### config.mk
export PLATFORM = sky130hd
export DESIGN_NAME = cmd_multiplexer
export DESIGN_NICKNAME = d
export VERILOG_FILES = /design/src/rtl/cmd_multiplexer_pkg.sv /design/src/rtl/cmd_multiplexer_rr_arbiter.sv /design/src/rtl/cmd_multiplexer.sv
export SDC_FILE = /design/constraint.sdc
export NUM_CORES = 1
export LEC_CHECK = 0
export CORE_ASPECT_RATIO = 1.75
export CORE_UTILIZATION = 43
export DETAILED_ROUTE_END_ITERATION = 10
export PLACE_DENSITY = 0.87
export SLEW_MARGIN = 30
export SYNTH_ARGS = -nofsm -noshare
export SYNTH_HDL_FRONTEND = slang
export SYNTH_SLANG_ARGS = --single-unit
export TNS_END_PERCENT = 50
### constraint.sdc
create_clock -name sys_clk -period 6.4 [get_ports sys_clk]
set_input_delay 1.28 -clock sys_clk [delete_from_list [all_inputs] [get_ports sys_clk]]
set_output_delay 1.28 -clock sys_clk [all_outputs]
set_load 0.005 [all_outputs]
### src/rtl/cmd_multiplexer_pkg.sv
// Shared types and constants for the DRAM command multiplexer and its round-robin arbiter.
package cmd_multiplexer_pkg;

  localparam int CFG_W = 8;

  typedef enum logic [2:0] {
    ST_READ    = 3'd0,
    ST_WRITE   = 3'd1,
    ST_RTW     = 3'd2,
    ST_WTR     = 3'd3,
    ST_REFRESH = 3'd4
  } mux_state_e;

  // Command strobes packed as {ras, cas, we}, active-high.
  typedef enum logic [2:0] {
    CMD_NOP = 3'b000,
    CMD_ACT = 3'b100,
    CMD_PRE = 3'b101,
    CMD_RD  = 3'b010,
    CMD_WR  = 3'b011,
    CMD_REF = 3'b110
  } dram_cmd_e;

  function automatic logic [CFG_W-1:0] cfg_load(input logic [CFG_W-1:0] cfg);
    return (cfg == '0) ? '0 : cfg - CFG_W'(1);
  endfunction

endpackage

### src/rtl/cmd_multiplexer_rr_arbiter.sv
// Combinational round-robin arbiter: first requester at or after ptr_i, wrapping mod N.
module cmd_multiplexer_rr_arbiter #(
  parameter int N     = 8,
  parameter int IDX_W = (N > 1) ? $clog2(N) : 1
) (
  input  logic [N-1:0]     req_i,
  input  logic [IDX_W-1:0] ptr_i,
  output logic [N-1:0]     gnt_o,
  output logic [IDX_W-1:0] gnt_idx_o,
  output logic             gnt_valid_o
);

  always_comb begin
    int idx;
    idx         = 0;
    gnt_o       = '0;
    gnt_idx_o   = '0;
    gnt_valid_o = 1'b0;
    for (int off = 0; off < N; off++) begin
      idx = int'(ptr_i) + off;
      if (idx >= N) idx = idx - N;
      if (!gnt_valid_o && req_i[idx]) begin
        gnt_valid_o    = 1'b1;
        gnt_o[idx]     = 1'b1;
        gnt_idx_o      = IDX_W'(idx);
      end
    end
  end

endmodule

### src/rtl/cmd_multiplexer.sv
// Merges bank-machine and refresher command streams onto the PHY command bus.
// Optional statistics counters are built when CMD_MUX_STATS_EN is defined.
module cmd_multiplexer
  import cmd_multiplexer_pkg::*;
#(
  parameter int NUM_BANKS = 8,
  parameter int ADDR_W    = 17,
  parameter int BA_W      = 3
) (
  input  logic                      sys_clk,
  input  logic                      sys_rst,
  input  logic [NUM_BANKS-1:0]      bm_cmd_valid,
  output logic [NUM_BANKS-1:0]      bm_cmd_ready,
  input  logic [NUM_BANKS*ADDR_W-1:0] bm_cmd_a,
  input  logic [NUM_BANKS*BA_W-1:0] bm_cmd_ba,
  input  logic [NUM_BANKS-1:0]      bm_cmd_cas,
  input  logic [NUM_BANKS-1:0]      bm_cmd_ras,
  input  logic [NUM_BANKS-1:0]      bm_cmd_we,
  input  logic [NUM_BANKS-1:0]      bm_cmd_is_cmd,
  input  logic [NUM_BANKS-1:0]      bm_cmd_is_read,
  input  logic [NUM_BANKS-1:0]      bm_cmd_is_write,
  input  logic [NUM_BANKS-1:0]      bm_refresh_gnt,
  input  logic                      refresh_req,
  input  logic                      ref_valid,
  output logic                      ref_ready,
  input  logic [ADDR_W-1:0]         ref_a,
  input  logic [BA_W-1:0]           ref_ba,
  input  logic                      ref_cas,
  input  logic                      ref_ras,
  input  logic                      ref_we,
  input  logic [CFG_W-1:0]          tCCD_cfg,
  input  logic [CFG_W-1:0]          tRTW_cfg,
  input  logic [CFG_W-1:0]          tWTR_cfg,
  output logic                      phy_cs,
  output logic                      phy_ras,
  output logic                      phy_cas,
  output logic                      phy_we,
  output logic [ADDR_W-1:0]         phy_address,
  output logic [BA_W-1:0]           phy_bank,
  output logic                      phy_rddata_en,
  output logic                      phy_wrdata_en
`ifdef CMD_MUX_STATS_EN
  ,
  output logic [31:0]               stat_rd_cnt,
  output logic [31:0]               stat_wr_cnt,
  output logic [31:0]               stat_turn_cnt
`endif
);

  localparam int IDX_W = (NUM_BANKS > 1) ? $clog2(NUM_BANKS) : 1;

  mux_state_e             state_q;
  logic [IDX_W-1:0]       rr_ptr_q, rr_ptr_d, gnt_idx;
  logic [CFG_W-1:0]       ccd_cnt_q, ccd_cnt_d, turn_cnt_q;
  logic                   ccd_ok, gnt_any, bank_accept, ref_accept, issue;
  logic                   refresh_go, opp_pending, turn_go;
  logic [NUM_BANKS-1:0]   rd_ok, wr_ok, non_cas, elig, gnt;
  logic [2:0]             sel_cmd;
  logic [ADDR_W-1:0]      sel_a;
  logic [BA_W-1:0]        sel_ba;
  logic                   sel_rd, sel_wr;
  logic                   phy_cs_q, phy_rd_q, phy_wr_q;
  logic [2:0]             phy_cmd_q;
  logic [ADDR_W-1:0]      phy_addr_q;
  logic [BA_W-1:0]        phy_bank_q;

  assign ccd_ok  = (ccd_cnt_q == '0);
  assign non_cas = bm_cmd_valid & bm_cmd_is_cmd & ~bm_cmd_cas;
  assign rd_ok   = bm_cmd_valid & bm_cmd_is_read  & {NUM_BANKS{ccd_ok}};
  assign wr_ok   = bm_cmd_valid & bm_cmd_is_write & {NUM_BANKS{ccd_ok}};

  // Non-CAS commands (ACT/PRE) may issue regardless of the current data direction.
  always_comb begin
    case (state_q)
      ST_READ:  elig = rd_ok | non_cas;
      ST_WRITE: elig = wr_ok | non_cas;
      default:  elig = '0;
    endcase
  end

  cmd_multiplexer_rr_arbiter #(
    .N     (NUM_BANKS),
    .IDX_W (IDX_W)
  ) u_rr_arbiter (
    .req_i       (elig),
    .ptr_i       (rr_ptr_q),
    .gnt_o       (gnt),
    .gnt_idx_o   (gnt_idx),
    .gnt_valid_o (gnt_any)
  );

  assign bank_accept  = gnt_any;
  assign ref_accept   = !sys_rst && (state_q == ST_REFRESH) && refresh_req && ref_valid;
  assign issue        = bank_accept || ref_accept;
  assign bm_cmd_ready = sys_rst ? '0 : gnt;
  assign ref_ready    = ref_accept;

  assign refresh_go  = refresh_req && (&bm_refresh_gnt);
  assign opp_pending = (state_q == ST_WRITE) ? |(bm_cmd_valid & bm_cmd_is_read)
                                             : |(bm_cmd_valid & bm_cmd_is_write);
  assign turn_go     = ((state_q == ST_READ) || (state_q == ST_WRITE)) && !refresh_go &&
                       !bank_accept && opp_pending && ccd_ok;

  always_comb begin
    sel_cmd = CMD_NOP;
    sel_a   = '0;
    sel_ba  = '0;
    sel_rd  = 1'b0;
    sel_wr  = 1'b0;
    if (bank_accept) begin
      sel_cmd = {bm_cmd_ras[gnt_idx], bm_cmd_cas[gnt_idx], bm_cmd_we[gnt_idx]};
      sel_a   = bm_cmd_a[gnt_idx*ADDR_W +: ADDR_W];
      sel_ba  = bm_cmd_ba[gnt_idx*BA_W +: BA_W];
      sel_rd  = bm_cmd_is_read[gnt_idx];
      sel_wr  = bm_cmd_is_write[gnt_idx];
    end else if (ref_accept) begin
      sel_cmd = {ref_ras, ref_cas, ref_we};
      sel_a   = ref_a;
      sel_ba  = ref_ba;
    end
  end

  always_comb begin
    ccd_cnt_d = ccd_cnt_q;
    if (bank_accept && (sel_rd || sel_wr)) ccd_cnt_d = cfg_load(tCCD_cfg);
    else if (ccd_cnt_q != '0)              ccd_cnt_d = ccd_cnt_q - CFG_W'(1);
  end

  always_comb begin
    rr_ptr_d = rr_ptr_q;
    if (bank_accept)
      rr_ptr_d = (gnt_idx == IDX_W'(NUM_BANKS - 1)) ? '0 : gnt_idx + IDX_W'(1);
  end

  // Refresh entry outranks a direction switch; a bank grant in the same cycle still issues.
  always_ff @(posedge sys_clk or posedge sys_rst) begin
    if (sys_rst) begin
      state_q    <= ST_READ;
      rr_ptr_q   <= '0;
      ccd_cnt_q  <= '0;
      turn_cnt_q <= '0;
      phy_cs_q   <= 1'b0;
      phy_cmd_q  <= CMD_NOP;
      phy_addr_q <= '0;
      phy_bank_q <= '0;
      phy_rd_q   <= 1'b0;
      phy_wr_q   <= 1'b0;
    end else begin
      rr_ptr_q  <= rr_ptr_d;
      ccd_cnt_q <= ccd_cnt_d;
      phy_cs_q  <= issue;
      phy_cmd_q <= sel_cmd;
      phy_rd_q  <= sel_rd;
      phy_wr_q  <= sel_wr;
      if (issue) begin
        phy_addr_q <= sel_a;
        phy_bank_q <= sel_ba;
      end
      case (state_q)
        ST_READ: begin
          if (refresh_go) state_q <= ST_REFRESH;
          else if (turn_go) begin
            state_q    <= ST_RTW;
            turn_cnt_q <= cfg_load(tRTW_cfg);
          end
        end
        ST_WRITE: begin
          if (refresh_go) state_q <= ST_REFRESH;
          else if (turn_go) begin
            state_q    <= ST_WTR;
            turn_cnt_q <= cfg_load(tWTR_cfg);
          end
        end
        ST_RTW: begin
          if (turn_cnt_q == '0) state_q <= ST_WRITE;
          else                  turn_cnt_q <= turn_cnt_q - CFG_W'(1);
        end
        ST_WTR: begin
          if (turn_cnt_q == '0) state_q <= ST_READ;
          else                  turn_cnt_q <= turn_cnt_q - CFG_W'(1);
        end
        ST_REFRESH: begin
          if (!refresh_req || ref_accept) state_q <= ST_READ;
        end
        default: state_q <= ST_READ;
      endcase
    end
  end

  assign phy_cs        = phy_cs_q;
  assign phy_ras       = phy_cmd_q[2];
  assign phy_cas       = phy_cmd_q[1];
  assign phy_we        = phy_cmd_q[0];
  assign phy_address   = phy_addr_q;
  assign phy_bank      = phy_bank_q;
  assign phy_rddata_en = phy_rd_q;
  assign phy_wrdata_en = phy_wr_q;

`ifdef CMD_MUX_STATS_EN
  logic [31:0] stat_rd_q, stat_wr_q, stat_turn_q;

  always_ff @(posedge sys_clk or posedge sys_rst) begin
    if (sys_rst) begin
      stat_rd_q   <= '0;
      stat_wr_q   <= '0;
      stat_turn_q <= '0;
    end else begin
      if (bank_accept && sel_rd && (stat_rd_q != '1)) stat_rd_q   <= stat_rd_q + 32'd1;
      if (bank_accept && sel_wr && (stat_wr_q != '1)) stat_wr_q   <= stat_wr_q + 32'd1;
      if (turn_go && (stat_turn_q != '1))             stat_turn_q <= stat_turn_q + 32'd1;
    end
  end

  assign stat_rd_cnt   = stat_rd_q;
  assign stat_wr_cnt   = stat_wr_q;
  assign stat_turn_cnt = stat_turn_q;
`endif

endmodule

==> flow_summary.json <==
{
  "finalMaxSlewViolations": 0,
  "io_buffers": 309,
  "peakVddDrop_mv": 0.6643,
  "placed_area_um2": 10010,
  "dieArea_um2": 15770,
  "cts.htree.levels": 2,
  "worstPathRequired_ns": 5.12,
  "finalWorstSetupSlack_ns": 0.1873,
  "drc": 0,
  "cts_made_buffers": 5,
  "period_minus_slack_ns": 6.213,
  "post-cts-setup-buffer-count": 0,
  "mostFrequentLayoutCells": "clkdlybuf4s50_1, mux2i_1, nand2_1",
  "end_kind": "output port",
  "dp_hpwl_um": 22000,
  "clock_latency_ns": 0.30,
  "root_buffer": "clkbuf_16",
  "syn_area_per_cell_um2": 8.494,
  "worstMarginPinSlew_ns": 0.9277,
  "gp_congestion": 1.013,
  "relSlewSlack_pct": 37.92,
  "hold_viol_final": 0,
  "cts_tree": "yes",
  "finalNonFillerCells": 1270,
  "cp-start-kind": "primary input",
  "cp_max_fo": 5,
  "nFillCells": 1202,
  "grt_use_total_pct": 35.62,
  "ys_ff_latch": 48,
  "drive_gt1_share_pct": 9.335,
  "clock_sinks": 48,
  "maxClockFrequency_mhz": 161.0,
  "drt_iter0_drc": 413,
  "finClkSkew_ns": 0.006484,
  "num_vias": 7767,
  "clock_path_buffers": 2,
  "synthArstFlopShare_pct": 100.0,
  "drtPass1Iterations": 7,
  "fp.dieH_um": 165.4,
  "die-width_um": 95.35,
  "hold_slack_ns": 0.5176,
  "synthFlopType": "dfrtp_1",
  "placementRows": 59,
  "total_power_mw": 8.054,
  "postSynthCellCount": 772,
  "finalNetCount": 1373,
  "p_leak_nw": 4.279,
  "grt_max_degree": 75,
  "path_class": "primary input to output port",
  "drv_cap": 0,
  "coreArea_um2": 14910,
  "floorplan.initialDensity_pct": 43.98,
  "rsz0062_at_grt": "true",
  "synth.distinct_cells": 81,
  "ys_seq_area_share_pct": 18.32,
  "grt_pass1_vias": 7861,
  "grt-ovfl-total": 0,
  "finish.instance_area_um2": 10250,
  "grt_pass1_wl_um": 41660,
  "pre_cts_slack_ns": 0.02285,
  "dp.cells": 1257,
  "wl_per_cell_um": 21.61,
  "post-route-period-util_pct": 97.07,
  "ant_nets": 0,
  "antenna_found_initial": 4,
  "cellPowerDensity_nw_per_um2": 786.0,
  "syn2layout_area_growth_pct": 56.25,
  "outcome": "complete, no violations",
  "synth_nets": 1064,
  "clk_pin_slew_ns": 0.07,
  "ios": 310,
  "yosysWarnings": 0,
  "final_common_cell": "clkdlybuf4s50_1",
  "wirelength_um": 27450,
  "synth_edf_count": 0,
  "setup_violations": 0,
  "synthesis.area_um2": 6558,
  "arrival_ns": 4.93,
  "min_path_type": "flop to flop",
  "viasPerCell": 6.116
}
[layout make-up]
cell class,count,area [um2],area share (%)
well taps,183,229.0,2.235
multi-input cells,647,5071,49.49
diodes,5,12.51,0.1221
repair buffers,350,3446,33.63
clock inverters,2,38.79,0.3786
clock buffers,6,138.9,1.355
flip-flops and latches,48,1201,11.72
inverters,29,108.9,1.062
[where the power goes]
group,switching [mW],leakage [nW],internal [mW]
clock network,0.128,0.0871,0.196
logic,3.84,3.63,3.26
registers,0.114,0.561,0.514
[cells by family after synthesis]
kind of cell | share of synthesized area [%]
compound gates | 19.96
flops | 18.32
mux | 32.42
fa+ha+maj | 3.244
simple gates | 17.40
xor+xnor | 3.205
buf+inv | 5.457
[final timing paths]
kind                                                 start                         end  slack [ns]  depth (start not counted)
worst max-delay path                    bm_cmd_is_write[1]             bm_cmd_ready[0]        0.19                         14
worst min-delay path            phy_address[1]$_DFFE_PP0P_  phy_address[1]$_DFFE_PP0P_        0.52                          2
worst max register to register     rr_ptr_q[1]$_DFFE_PP0P_    ccd_cnt_q[0]$_DFFE_PP0P_        0.69                         17
worst min register to register  phy_address[1]$_DFFE_PP0P_  phy_address[1]$_DFFE_PP0P_        0.52                          2
max in group asynchronous                          sys_rst   turn_cnt_q[2]$_DFFE_PP0P_        4.05                          3
min in group asynchronous                          sys_rst      phy_cmd_q[2]$_DFF_PP0_        1.89                          3
[stage by stage]
stage	utilization [%]	TNS (ns)
4_1_cts	68.30	0
3_5_place_dp	67.11	0
5_1_grt	68.68	-0.04548
3_3_place_gp	67.06	0
2_1_floorplan	-	0
6_report	68.71	0
[flip-flops by register name (all words and copies together) (netlist names)]
name,cells
phy_bank,3
phy_address,17
phy_cs,1
ccd_cnt_q,8
phy_cmd_q,3
turn_cnt_q,8
phy_wrdata_en,1
phy_rddata_en,1
rr_ptr_q,3
state_q,3
[repair_timing]
item | CTS | global route
hold buffers | 0 | 0
resized for setup | 0 | 11
setup endpoints to repair | 0 | 8
[metal layers]
metal | global-route usage, % | wire (um)
met2 | 65.68 | 14750
met4 | 25.14 | 1945
met3 | 9.524 | 2195
met5 | 0 | 0
met1 | 32.74 | 8556
[worst max-delay path: stages]
cell and delay, ns:
clkdlybuf4s50_1 0.45, mux2i_1 0.26, o32ai_1 0.16, a221oi_1 0.40
a31oi_2 0.11, and2_1 0.22, or4_4 0.53, a21oi_2 0.20
nor3b_4 0.30, a222oi_1 0.15, o21ai_0 0.11, nor2_1 0.05
nor3_1 0.18, clkdlybuf4s50_1 0.54
[Yosys cell counts, types with 11 or more instances]
master / n / area share (%)
o21ai_1: 26 / 2.0
dfrtp_1: 48 / 18
nor3_1: 31 / 2.4
o21ai_0: 17 / 1.3
nor2_1: 47 / 2.7
xnor2_1: 17 / 2.3
clkbuf_1: 22 / 1.3
inv_1: 29 / 1.7
o22ai_1: 13 / 1.2
a22oi_1: 23 / 2.6
o211ai_1: 11 / 1.3
buf_2: 16 / 1.2
a21oi_1: 33 / 2.5
nand2_1: 53 / 3.0
ha_1: 17 / 3.2
mux2i_1: 187 / 29
No activity file was read; power rests on OpenSTA's default activity.
